**src/rtl/uart_program_loader_if.sv**
```systemverilog
// Bus between the UART program loader and its surroundings: serial input,
// program-memory write port and CPU release/status flags.
interface uart_program_loader_if;
  logic       RX;
  logic       mem_we;
  logic [4:0] mem_addr;
  logic [7:0] mem_wdata;
  logic       cpu_run;
  logic       load_done;
  logic       frame_err;
  logic [5:0] byte_count;

  modport master (
    input  RX,
    output mem_we, mem_addr, mem_wdata, cpu_run, load_done, frame_err, byte_count
  );

  modport slave (
    output RX,
    input  mem_we, mem_addr, mem_wdata, cpu_run, load_done, frame_err, byte_count
  );
endinterface

```
**src/rtl/uart_program_loader.sv**
```systemverilog
// Receives a length-prefixed program over an 8N1 UART line, writes it into
// program memory and then releases the CPU; any framing fault locks it out.
module uart_program_loader #(
  parameter int CLKS_PER_BIT = 24,
  parameter int MEM_DEPTH    = 32
) (
  input  logic                   Clk,
  input  logic                   Reset,
  uart_program_loader_if.master  bus
);

  localparam int TW = $clog2(CLKS_PER_BIT);
  localparam logic [TW-1:0] T_HALF = TW'(CLKS_PER_BIT / 2);
  localparam logic [TW-1:0] T_LAST = TW'(CLKS_PER_BIT - 1);
  localparam logic [TW-1:0] T_ONE  = TW'(1);
  localparam logic [7:0]    DEPTH8 = 8'(MEM_DEPTH);

  typedef enum logic [1:0] {R_IDLE = 2'd0, R_START = 2'd1, R_DATA = 2'd2, R_STOP = 2'd3} rstate_t;
  typedef enum logic [1:0] {L_LEN = 2'd0, L_LOAD = 2'd1, L_RUN = 2'd2, L_ERR = 2'd3} lstate_t;

  logic [1:0]    r_sync;
  rstate_t       r_rstate, w_rstate_nxt;
  logic [TW-1:0] r_timer, w_timer_nxt;
  logic [2:0]    r_bit_idx, w_bit_idx_nxt;
  logic [7:0]    r_shift, w_shift_nxt;
  logic          w_rxs, w_bit_tick, w_rx_valid, w_rx_ferr, w_len_ok;

  lstate_t       r_lstate, w_lstate_nxt;
  logic          r_mem_we, w_mem_we;
  logic [4:0]    r_mem_addr, w_mem_addr;
  logic [7:0]    r_mem_wdata, w_mem_wdata;
  logic          r_cpu_run, w_cpu_run;
  logic          r_load_done, w_load_done;
  logic          r_frame_err, w_frame_err;
  logic [5:0]    r_byte_count, w_byte_count;
  logic [5:0]    r_len, w_len;

  assign w_rxs      = r_sync[1];
  assign w_bit_tick = (r_timer == T_LAST);
  assign w_len_ok   = (r_shift != 8'd0) && (r_shift <= DEPTH8);

  always_ff @(posedge Clk or posedge Reset) begin
    if (Reset) r_sync <= 2'b11;
    else       r_sync <= {r_sync[0], bus.RX};
  end

  always_ff @(posedge Clk or posedge Reset) begin
    if (Reset) begin
      r_rstate  <= R_IDLE;
      r_timer   <= '0;
      r_bit_idx <= 3'd0;
      r_shift   <= 8'd0;
    end else begin
      r_rstate  <= w_rstate_nxt;
      r_timer   <= w_timer_nxt;
      r_bit_idx <= w_bit_idx_nxt;
      r_shift   <= w_shift_nxt;
    end
  end

  always_comb begin
    w_rstate_nxt = r_rstate;
    case (r_rstate)
      R_IDLE:  if (!w_rxs) w_rstate_nxt = R_START; else w_rstate_nxt = R_IDLE;
      R_START: begin
        if (r_timer == T_HALF) begin
          if (w_rxs) w_rstate_nxt = R_IDLE; else w_rstate_nxt = R_DATA;
        end else begin
          w_rstate_nxt = R_START;
        end
      end
      R_DATA:  if (w_bit_tick && (r_bit_idx == 3'd7)) w_rstate_nxt = R_STOP; else w_rstate_nxt = R_DATA;
      R_STOP:  if (w_bit_tick) w_rstate_nxt = R_IDLE; else w_rstate_nxt = R_STOP;
      default: w_rstate_nxt = R_IDLE;
    endcase
  end

  // Stop-bit result is a combinational strobe so the loader can register the write on the same edge.
  always_comb begin
    w_timer_nxt   = r_timer + T_ONE;
    w_bit_idx_nxt = r_bit_idx;
    w_shift_nxt   = r_shift;
    w_rx_valid    = 1'b0;
    w_rx_ferr     = 1'b0;
    case (r_rstate)
      R_IDLE:  w_timer_nxt = '0;
      R_START: begin
        if (r_timer == T_HALF) begin
          w_timer_nxt   = '0;
          w_bit_idx_nxt = 3'd0;
        end else begin
          w_timer_nxt = r_timer + T_ONE;
        end
      end
      R_DATA: begin
        if (w_bit_tick) begin
          w_timer_nxt   = '0;
          w_shift_nxt   = {w_rxs, r_shift[7:1]};
          w_bit_idx_nxt = r_bit_idx + 3'd1;
        end else begin
          w_timer_nxt = r_timer + T_ONE;
        end
      end
      R_STOP: begin
        if (w_bit_tick) begin
          w_timer_nxt = '0;
          w_rx_valid  = w_rxs;
          w_rx_ferr   = ~w_rxs;
        end else begin
          w_timer_nxt = r_timer + T_ONE;
        end
      end
      default: w_timer_nxt = '0;
    endcase
  end

  always_ff @(posedge Clk or posedge Reset) begin
    if (Reset) begin
      r_lstate     <= L_LEN;
      r_mem_we     <= 1'b0;
      r_mem_addr   <= 5'd0;
      r_mem_wdata  <= 8'd0;
      r_cpu_run    <= 1'b0;
      r_load_done  <= 1'b0;
      r_frame_err  <= 1'b0;
      r_byte_count <= 6'd0;
      r_len        <= 6'd0;
    end else begin
      r_lstate     <= w_lstate_nxt;
      r_mem_we     <= w_mem_we;
      r_mem_addr   <= w_mem_addr;
      r_mem_wdata  <= w_mem_wdata;
      r_cpu_run    <= w_cpu_run;
      r_load_done  <= w_load_done;
      r_frame_err  <= w_frame_err;
      r_byte_count <= w_byte_count;
      r_len        <= w_len;
    end
  end

  always_comb begin
    w_lstate_nxt = r_lstate;
    case (r_lstate)
      L_LEN: begin
        if (w_rx_ferr)       w_lstate_nxt = L_ERR;
        else if (w_rx_valid) w_lstate_nxt = w_len_ok ? L_LOAD : L_ERR;
        else                 w_lstate_nxt = L_LEN;
      end
      L_LOAD: begin
        if (w_rx_ferr)                    w_lstate_nxt = L_ERR;
        else if (r_byte_count == r_len)   w_lstate_nxt = L_RUN;
        else                              w_lstate_nxt = L_LOAD;
      end
      L_RUN:   w_lstate_nxt = L_RUN;
      L_ERR:   w_lstate_nxt = L_ERR;
      default: w_lstate_nxt = L_ERR;
    endcase
  end

  // Count reaching the length wins over a new byte, so the count saturates at L.
  always_comb begin
    w_mem_we     = 1'b0;
    w_mem_addr   = r_mem_addr;
    w_mem_wdata  = r_mem_wdata;
    w_cpu_run    = r_cpu_run;
    w_load_done  = r_load_done;
    w_frame_err  = r_frame_err;
    w_byte_count = r_byte_count;
    w_len        = r_len;
    case (r_lstate)
      L_LEN: begin
        if (w_rx_ferr)                   w_frame_err = 1'b1;
        else if (w_rx_valid && w_len_ok) w_len = r_shift[5:0];
        else                             w_len = r_len;
      end
      L_LOAD: begin
        if (w_rx_ferr) begin
          w_frame_err = 1'b1;
        end else if (r_byte_count == r_len) begin
          w_cpu_run   = 1'b1;
          w_load_done = 1'b1;
        end else if (w_rx_valid) begin
          w_mem_we     = 1'b1;
          w_mem_addr   = r_byte_count[4:0];
          w_mem_wdata  = r_shift;
          w_byte_count = r_byte_count + 6'd1;
        end else begin
          w_mem_we = 1'b0;
        end
      end
      L_RUN: begin
        w_cpu_run   = 1'b1;
        w_load_done = 1'b1;
      end
      L_ERR: begin
        w_cpu_run = 1'b0;
        if (w_rx_ferr) w_frame_err = 1'b1; else w_frame_err = r_frame_err;
      end
      default: w_cpu_run = 1'b0;
    endcase
  end

  assign bus.mem_we     = r_mem_we;
  assign bus.mem_addr   = r_mem_addr;
  assign bus.mem_wdata  = r_mem_wdata;
  assign bus.cpu_run    = r_cpu_run;
  assign bus.load_done  = r_load_done;
  assign bus.frame_err  = r_frame_err;
  assign bus.byte_count = r_byte_count;

endmodule

```
**src/flat_wrapper.sv**
```systemverilog
// flat-port wrapper written by rule: the top's interface ports become plain ports
module uart_program_loader_flat 
#(
  parameter int CLKS_PER_BIT = 24,
  parameter int MEM_DEPTH    = 32
)
  (Clk, Reset, bus_RX, bus_mem_we, bus_mem_addr, bus_mem_wdata, bus_cpu_run, bus_load_done, bus_frame_err, bus_byte_count);
  uart_program_loader_if bus_i ();
  input  logic Clk;
  input  logic Reset;
  input wire logic [$bits(bus_i.RX)-1:0] bus_RX;
  output wire logic [$bits(bus_i.mem_we)-1:0] bus_mem_we;
  output wire logic [$bits(bus_i.mem_addr)-1:0] bus_mem_addr;
  output wire logic [$bits(bus_i.mem_wdata)-1:0] bus_mem_wdata;
  output wire logic [$bits(bus_i.cpu_run)-1:0] bus_cpu_run;
  output wire logic [$bits(bus_i.load_done)-1:0] bus_load_done;
  output wire logic [$bits(bus_i.frame_err)-1:0] bus_frame_err;
  output wire logic [$bits(bus_i.byte_count)-1:0] bus_byte_count;
  assign bus_i.RX = bus_RX;
  assign bus_mem_we = bus_i.mem_we;
  assign bus_mem_addr = bus_i.mem_addr;
  assign bus_mem_wdata = bus_i.mem_wdata;
  assign bus_cpu_run = bus_i.cpu_run;
  assign bus_load_done = bus_i.load_done;
  assign bus_frame_err = bus_i.frame_err;
  assign bus_byte_count = bus_i.byte_count;
  uart_program_loader #(.CLKS_PER_BIT(CLKS_PER_BIT), .MEM_DEPTH(MEM_DEPTH)) u_core (.Clk(Clk), .Reset(Reset), .bus(bus_i));
endmodule
```
**config.mk**
```make
export PLATFORM = sky130hd
export DESIGN_NAME = uart_program_loader_flat
export DESIGN_NICKNAME = d
export VERILOG_FILES = /design/src/rtl/uart_program_loader_if.sv /design/src/rtl/uart_program_loader.sv /design/src/flat_wrapper.sv
export SDC_FILE = /design/constraint.sdc
export NUM_CORES = 1
export LEC_CHECK = 0
export ABC_AREA = 1
export CORE_MARGIN = 10
export CORE_UTILIZATION = 50
export DETAILED_ROUTE_END_ITERATION = 8
export PLACE_DENSITY = 0.71
export SYNTH_ARGS = -nofsm -noshare
export SYNTH_HDL_FRONTEND = slang
export SYNTH_SLANG_ARGS = --single-unit
```
**constraint.sdc**
```tcl
create_clock -name Clk -period 3.7 [get_ports Clk]
set_clock_uncertainty 0.1 [all_clocks]
set_input_delay 1.11 -clock Clk [delete_from_list [all_inputs] [get_ports Clk]]
set_output_delay 1.11 -clock Clk [all_outputs]
set_load 0.05 [all_outputs]
```
Yosys cells after proc, flatten, opt, wreduce, memory -nomap -nowiden

Index checks and enable logic that the tools add are counted.

Register bits: 51
Input port bits: 3
Output and inout port bits: 23
Logic and storage cells: 83

Add/subtract/negate cells: 3
Order comparisons: 1
Eq/ne operators: 14
Muxes and demuxes: 30
Bitwise gates (word level): 3
Reductions and logical operators: 18

Operator list:

| cell                                                                              | number |
|---|---|
| 2-bit two-way mux                                                                 | 8 |
| 2-bit one-hot mux with 4 select lines                                             | 2 |
| 5-bit one-hot mux with 3 select lines                                             | 1 |
| 1-bit two-way mux                                                                 | 12 |
| 3-bit AND reduction                                                               | 4 |
| 5-bit two-way mux                                                                 | 2 |
| 2-bit equality test (second input constant)                                       | 4 |
| 8-bit by 6-bit less-or-equal comparator with 1-bit output (second input constant) | 1 |
| 8-bit nonzero test                                                                | 1 |
| 6-bit by 1-bit adder with 6-bit output (second input constant)                    | 1 |
| 6-bit equality test                                                               | 1 |
| 3-bit two-way mux                                                                 | 2 |
| 2-bit by 1-bit != test with 1-bit output (second input constant)                  | 3 |
| 3-bit one-hot mux with 2 select lines                                             | 1 |
| 5-bit by 1-bit adder with 5-bit output (second input constant)                    | 1 |
| 5-bit by 4-bit equality test with 1-bit output (second input constant)            | 1 |
| 5-bit equality test (second input constant)                                       | 1 |
| 2-bit by 1-bit equality test with 1-bit output (second input constant)            | 2 |
| 2-bit logical NOT                                                                 | 2 |
| 2-bit AND reduction                                                               | 2 |
| 4-bit AND reduction                                                               | 1 |
| 2-bit nonzero test                                                                | 2 |
| 3-bit by 1-bit adder with 3-bit output (second input constant)                    | 1 |
| 3-bit equality test (second input constant)                                       | 1 |
| 8 further kinds                                                                   | 12 |

Logic depth before layout (Yosys ltp)

Word-level depth: 7
Depth in mapped cells: 12
Mapped depth without buffers: 10

Worst setup path before layout

Ideal clock, no wire load.

Path kind: reg2out
Start point: register u_core.r_byte_count[0], in the netlist u_core.bus.byte_count[0]
End point: output port bus_byte_count[0]
Data arrival time: 0.676 ns
Path slack: 1.814 ns
Stages on the path, launching flop included: 1
Buffers on the path: 0
Cells stage by stage: dfrtp_1

RTL lines:

| element                | RTL line                   | text |
|---|---|---|
| start, declared        | uart_program_loader.sv:35  | `logic [5:0] r_byte_count, w_byte_count;` |
| start signal, assigned | uart_program_loader.sv:136 | `r_byte_count <= w_byte_count;` |
| end, declared          | flat_wrapper.sv:18         | `output wire logic [$bits(bus_i.byte_count)-1:0] bus_byte_count;` |

No word-level cell between the ends.

Worst setup path in the final report

Start point: register u_core.r_byte_count[2], in the netlist u_core.bus.byte_count[2]
End point: output port bus_byte_count[2]

No word-level cell between the ends.

==> flow_metrics.env <==
export IMPL_post_cts_buffers=0
export IMPL_power_share_switching_pct=26.04
export IMPL_layout_min_cycle_time_ns=2.881
export IMPL_drt_vias_per_instance=4.893
export IMPL_reg2reg_from="u_core.r_timer[0]"
export IMPL_setup_tns_final_ns=0
export IMPL_syn_avg_cell_area_um2=8.428
export IMPL_ys_seq_area_share_pct=49.42
export IMPL_cellPowerDensity_mw_per_mm2=337.1
export IMPL_final_layout_size_suffix_gt1_share_pct=7.229
export IMPL_p_int_uw=734.4
export IMPL_cap_violations=0
export IMPL_timing_critical_path_buf_inv=1
export IMPL_maxSlewViolCount=0
export IMPL_rsz0062_at_grt="no"
export IMPL_worst_ep_required_time_ns=2.49
export IMPL_fin_crit_sh_pct=77.86
export IMPL_synthCells=307
export IMPL_synth_edf_count=0
export IMPL_synth_common_cells="93 x nand2_1, 49 x dfrtp_1, 38 x inv_1, 38 x nand3_1, 14 x ha_1"
export IMPL_drc_errors=0
export IMPL_start_kind="register"
export IMPL_grt_overflow=0
export IMPL_clk_pin_slew_ns=0.09
export IMPL_hold_violations=0
export IMPL_cts_max_level=2
export IMPL_arrival_ns=1.67
export IMPL_die_area_mm2=0.008452
export IMPL_path_cells="clkdlybuf4s50_1"
export IMPL_firstDrtPassIters=4
export IMPL_setup_viol=0
export IMPL_yosysTopAreaCellShare_pct=47.39
export IMPL_synth_top_cell_by_area="dfrtp_1"
export IMPL_synth_seq_cells=51
export IMPL_clockBufferDepth=2
export IMPL_syn_num_nets=324
export IMPL_wire_per_inst_um=11.96
export IMPL_grt_pass1_wl_um=8590
export IMPL_ys_warn_count=0
export IMPL_drt_iter0_drc=67
export IMPL_port_buffers=25
export IMPL_worstSetupPathType="reg2out"
export IMPL_relSlewSlack_pct=58.17
export IMPL_ir_drop_mv=0.2051
export IMPL_grt_max_degree=52
export IMPL_pin_count=26
export IMPL_n_antenna_cell=0
export IMPL_cpMaxStageDelayCell="clkdlybuf4s50_1"
export IMPL_worst_hold_startpoint="u_core.r_sync[0]"
export IMPL_fmax_mhz=347.1
export IMPL_synth_area_top_cells="dfrtp_1 47%, nand2_1 13%, nand3_1 7.4%"
export IMPL_yosysMostFrequentCell="nand2_1"
export IMPL_hold_path_class="reg2reg"
export IMPL_syn_area_mm2=0.002587
export IMPL_areaGrowthSynthToFinish_pct=13.83
export IMPL_critPathCaptureType="output pin"
export IMPL_routed_wl_um=4806
export IMPL_tightestPinTransition_ns=0.6259
export IMPL_power_leakage_uw=0.001539
export IMPL_cts_resized=0
export IMPL_status="completed"
export IMPL_power_frac_seq_pct=58.7
export IMPL_grt_pass1_vias=1970
export IMPL_core_area_mm2=0.005075
export IMPL_cp_top_family="buffers and inverters"
export IMPL_ys_flop_type="dfrtp_1"
export IMPL_cts_hold_buffers=0
export IMPL_comb_power_share_pct=10.3
export IMPL_startpoint="u_core.bus.byte_count[2]"
export IMPL_slowest_delay_ns=0.86
export IMPL_ys_async_sr_fraction_pct=100.0
export IMPL_synth_distinct_cells=28
export IMPL_holdWs_ns=0.2582
export IMPL_cts_root_buf="clkbuf_8"
export IMPL_die_w_um=91.94
export IMPL_die_y_um=91.94
export IMPL_grt_usage_pct=12.04
export IMPL_tritoncts="yes"
export IMPL_drtAntennaViolNets=0
export IMPL_antenna_found_initial=0
export IMPL_vias=1967
export IMPL_clock_latency_ns=0.31
export IMPL_p_switching_uw=258.5
export IMPL_nFillCells=503
export IMPL_numCtsBuffers=5
export IMPL_cts_sinks=51
export IMPL_clkPwrFrac_pct=30.9
export IMPL_place_gp_congestion=0.8022
export IMPL_crit_fanout=8
export IMPL_hpwl_um=3502
export IMPL_start_util_pct=50.99
export IMPL_rows=26
export IMPL_layout_nets=348
-- path summary, 6_finish.rpt --
check                                          end  slack [ns]  cells past startpoint
setup / recovery                 bus_byte_count[2]        0.82                      1
hold / removal                    u_core.r_sync[1]        0.26                      0
setup reg to reg           u_core.bus.mem_wdata[7]        1.40                      8
hold reg to reg                   u_core.r_sync[1]        0.26                      0
max in group asynchronous        u_core.r_shift[7]        1.90                      3
min in group asynchronous          u_core.r_len[0]        1.19                      3
-- kinds of logic after synthesis --
kind of cell	share of synthesized area, %
adder cells (fa/ha/maj)	6.770
buffers and inverters	8.849
XOR/XNOR	1.354
flip-flops	49.42
AND/OR/NAND/NOR	28.24
AO/OA/AOI/OAI	5.368
-- per-layer routing --
layer / vias to the layer above / GRT usage, % / part of all wire [%]
met4: 0 / 4.113 / 1.4
met1: 917 / 14.13 / 47
li1: 1022 / - / -
met5: - / 0 / 0
met2: 21 / 20.53 / 48
met3: 7 / 3.504 / 3.8
-- cells in the final DEF, fill, tap and decap left out, drive strengths merged --
master | synthesis | layout
a31oi | 1 | 1
and3 | 1 | 1
nor3 | 2 | 2
clkinv | 0 | 3
dfrtp | 49 | 49
o211ai | 1 | 1
a21oi | 5 | 5
buf | 8 | 1
xor2 | 4 | 4
o21ai | 13 | 13
o31ai | 1 | 1
inv | 42 | 42
nand2 | 95 | 95
clkbuf | 1 | 5
nor2 | 15 | 15
nand3b | 1 | 1
nand3 | 40 | 40
ha | 14 | 14
o21bai | 1 | 1
o22ai | 1 | 1
clkdlybuf4s50 | 0 | 25
dfstp | 2 | 2
nand4 | 10 | 10
-- power by group through the flow --
stage,sequential (uW),combinational (uW),clock (uW)
global route,586,119,339
finish,583,103,307
CTS,583,104,323
global placement,593,99.4,0
detailed placement,593,104,0
floorplan,591,78.1,0
-- through the flow --
stage | cell area (um2) | setup WS (ns) | utilization, % | std cells | total power (uW)
2_1_floorplan | 2587 | 1.264 | - | 307 | 668.6
3_3_place_gp | 2861 | 1.172 | 56.39 | 394 | 692.2
3_5_place_dp | 2861 | 1.161 | 56.39 | 394 | 696.7
4_1_cts | 2945 | 0.8084 | 58.04 | 402 | 1009
5_1_grt | 2945 | 0.7323 | 58.04 | 402 | 1043
6_report | 2945 | 0.8191 | 58.04 | 402 | 992.9
-- layout make-up --
type / instances / area (um2) / share of cell area [%]
flip-flops and latches: 51 / 1279 / 43.42
multi-input cells: 205 / 1080 / 36.66
repair buffers: 26 / 257.7 / 8.751
inverters: 42 / 157.7 / 5.353
well taps: 70 / 87.58 / 2.974
clock buffers: 5 / 68.82 / 2.336
clock inverters: 3 / 15.01 / 0.5098
-- flip-flops by register name (all words and copies together), names as in the netlist --
name,flops
u_core.r_len,6
u_core.r_bit_idx,3
u_core.r_timer,5
u_core.r_rstate,2
u_core.r_sync,2
u_core.bus.mem_addr,5
u_core.bus.load_done,1
u_core.bus.mem_we,1
u_core.bus.mem_wdata,8
u_core.r_lstate,2
u_core.bus.frame_err,1
u_core.bus.cpu_run,1
u_core.r_shift,8
u_core.bus.byte_count,6
No activity file was read; power rests on OpenSTA's default activity.
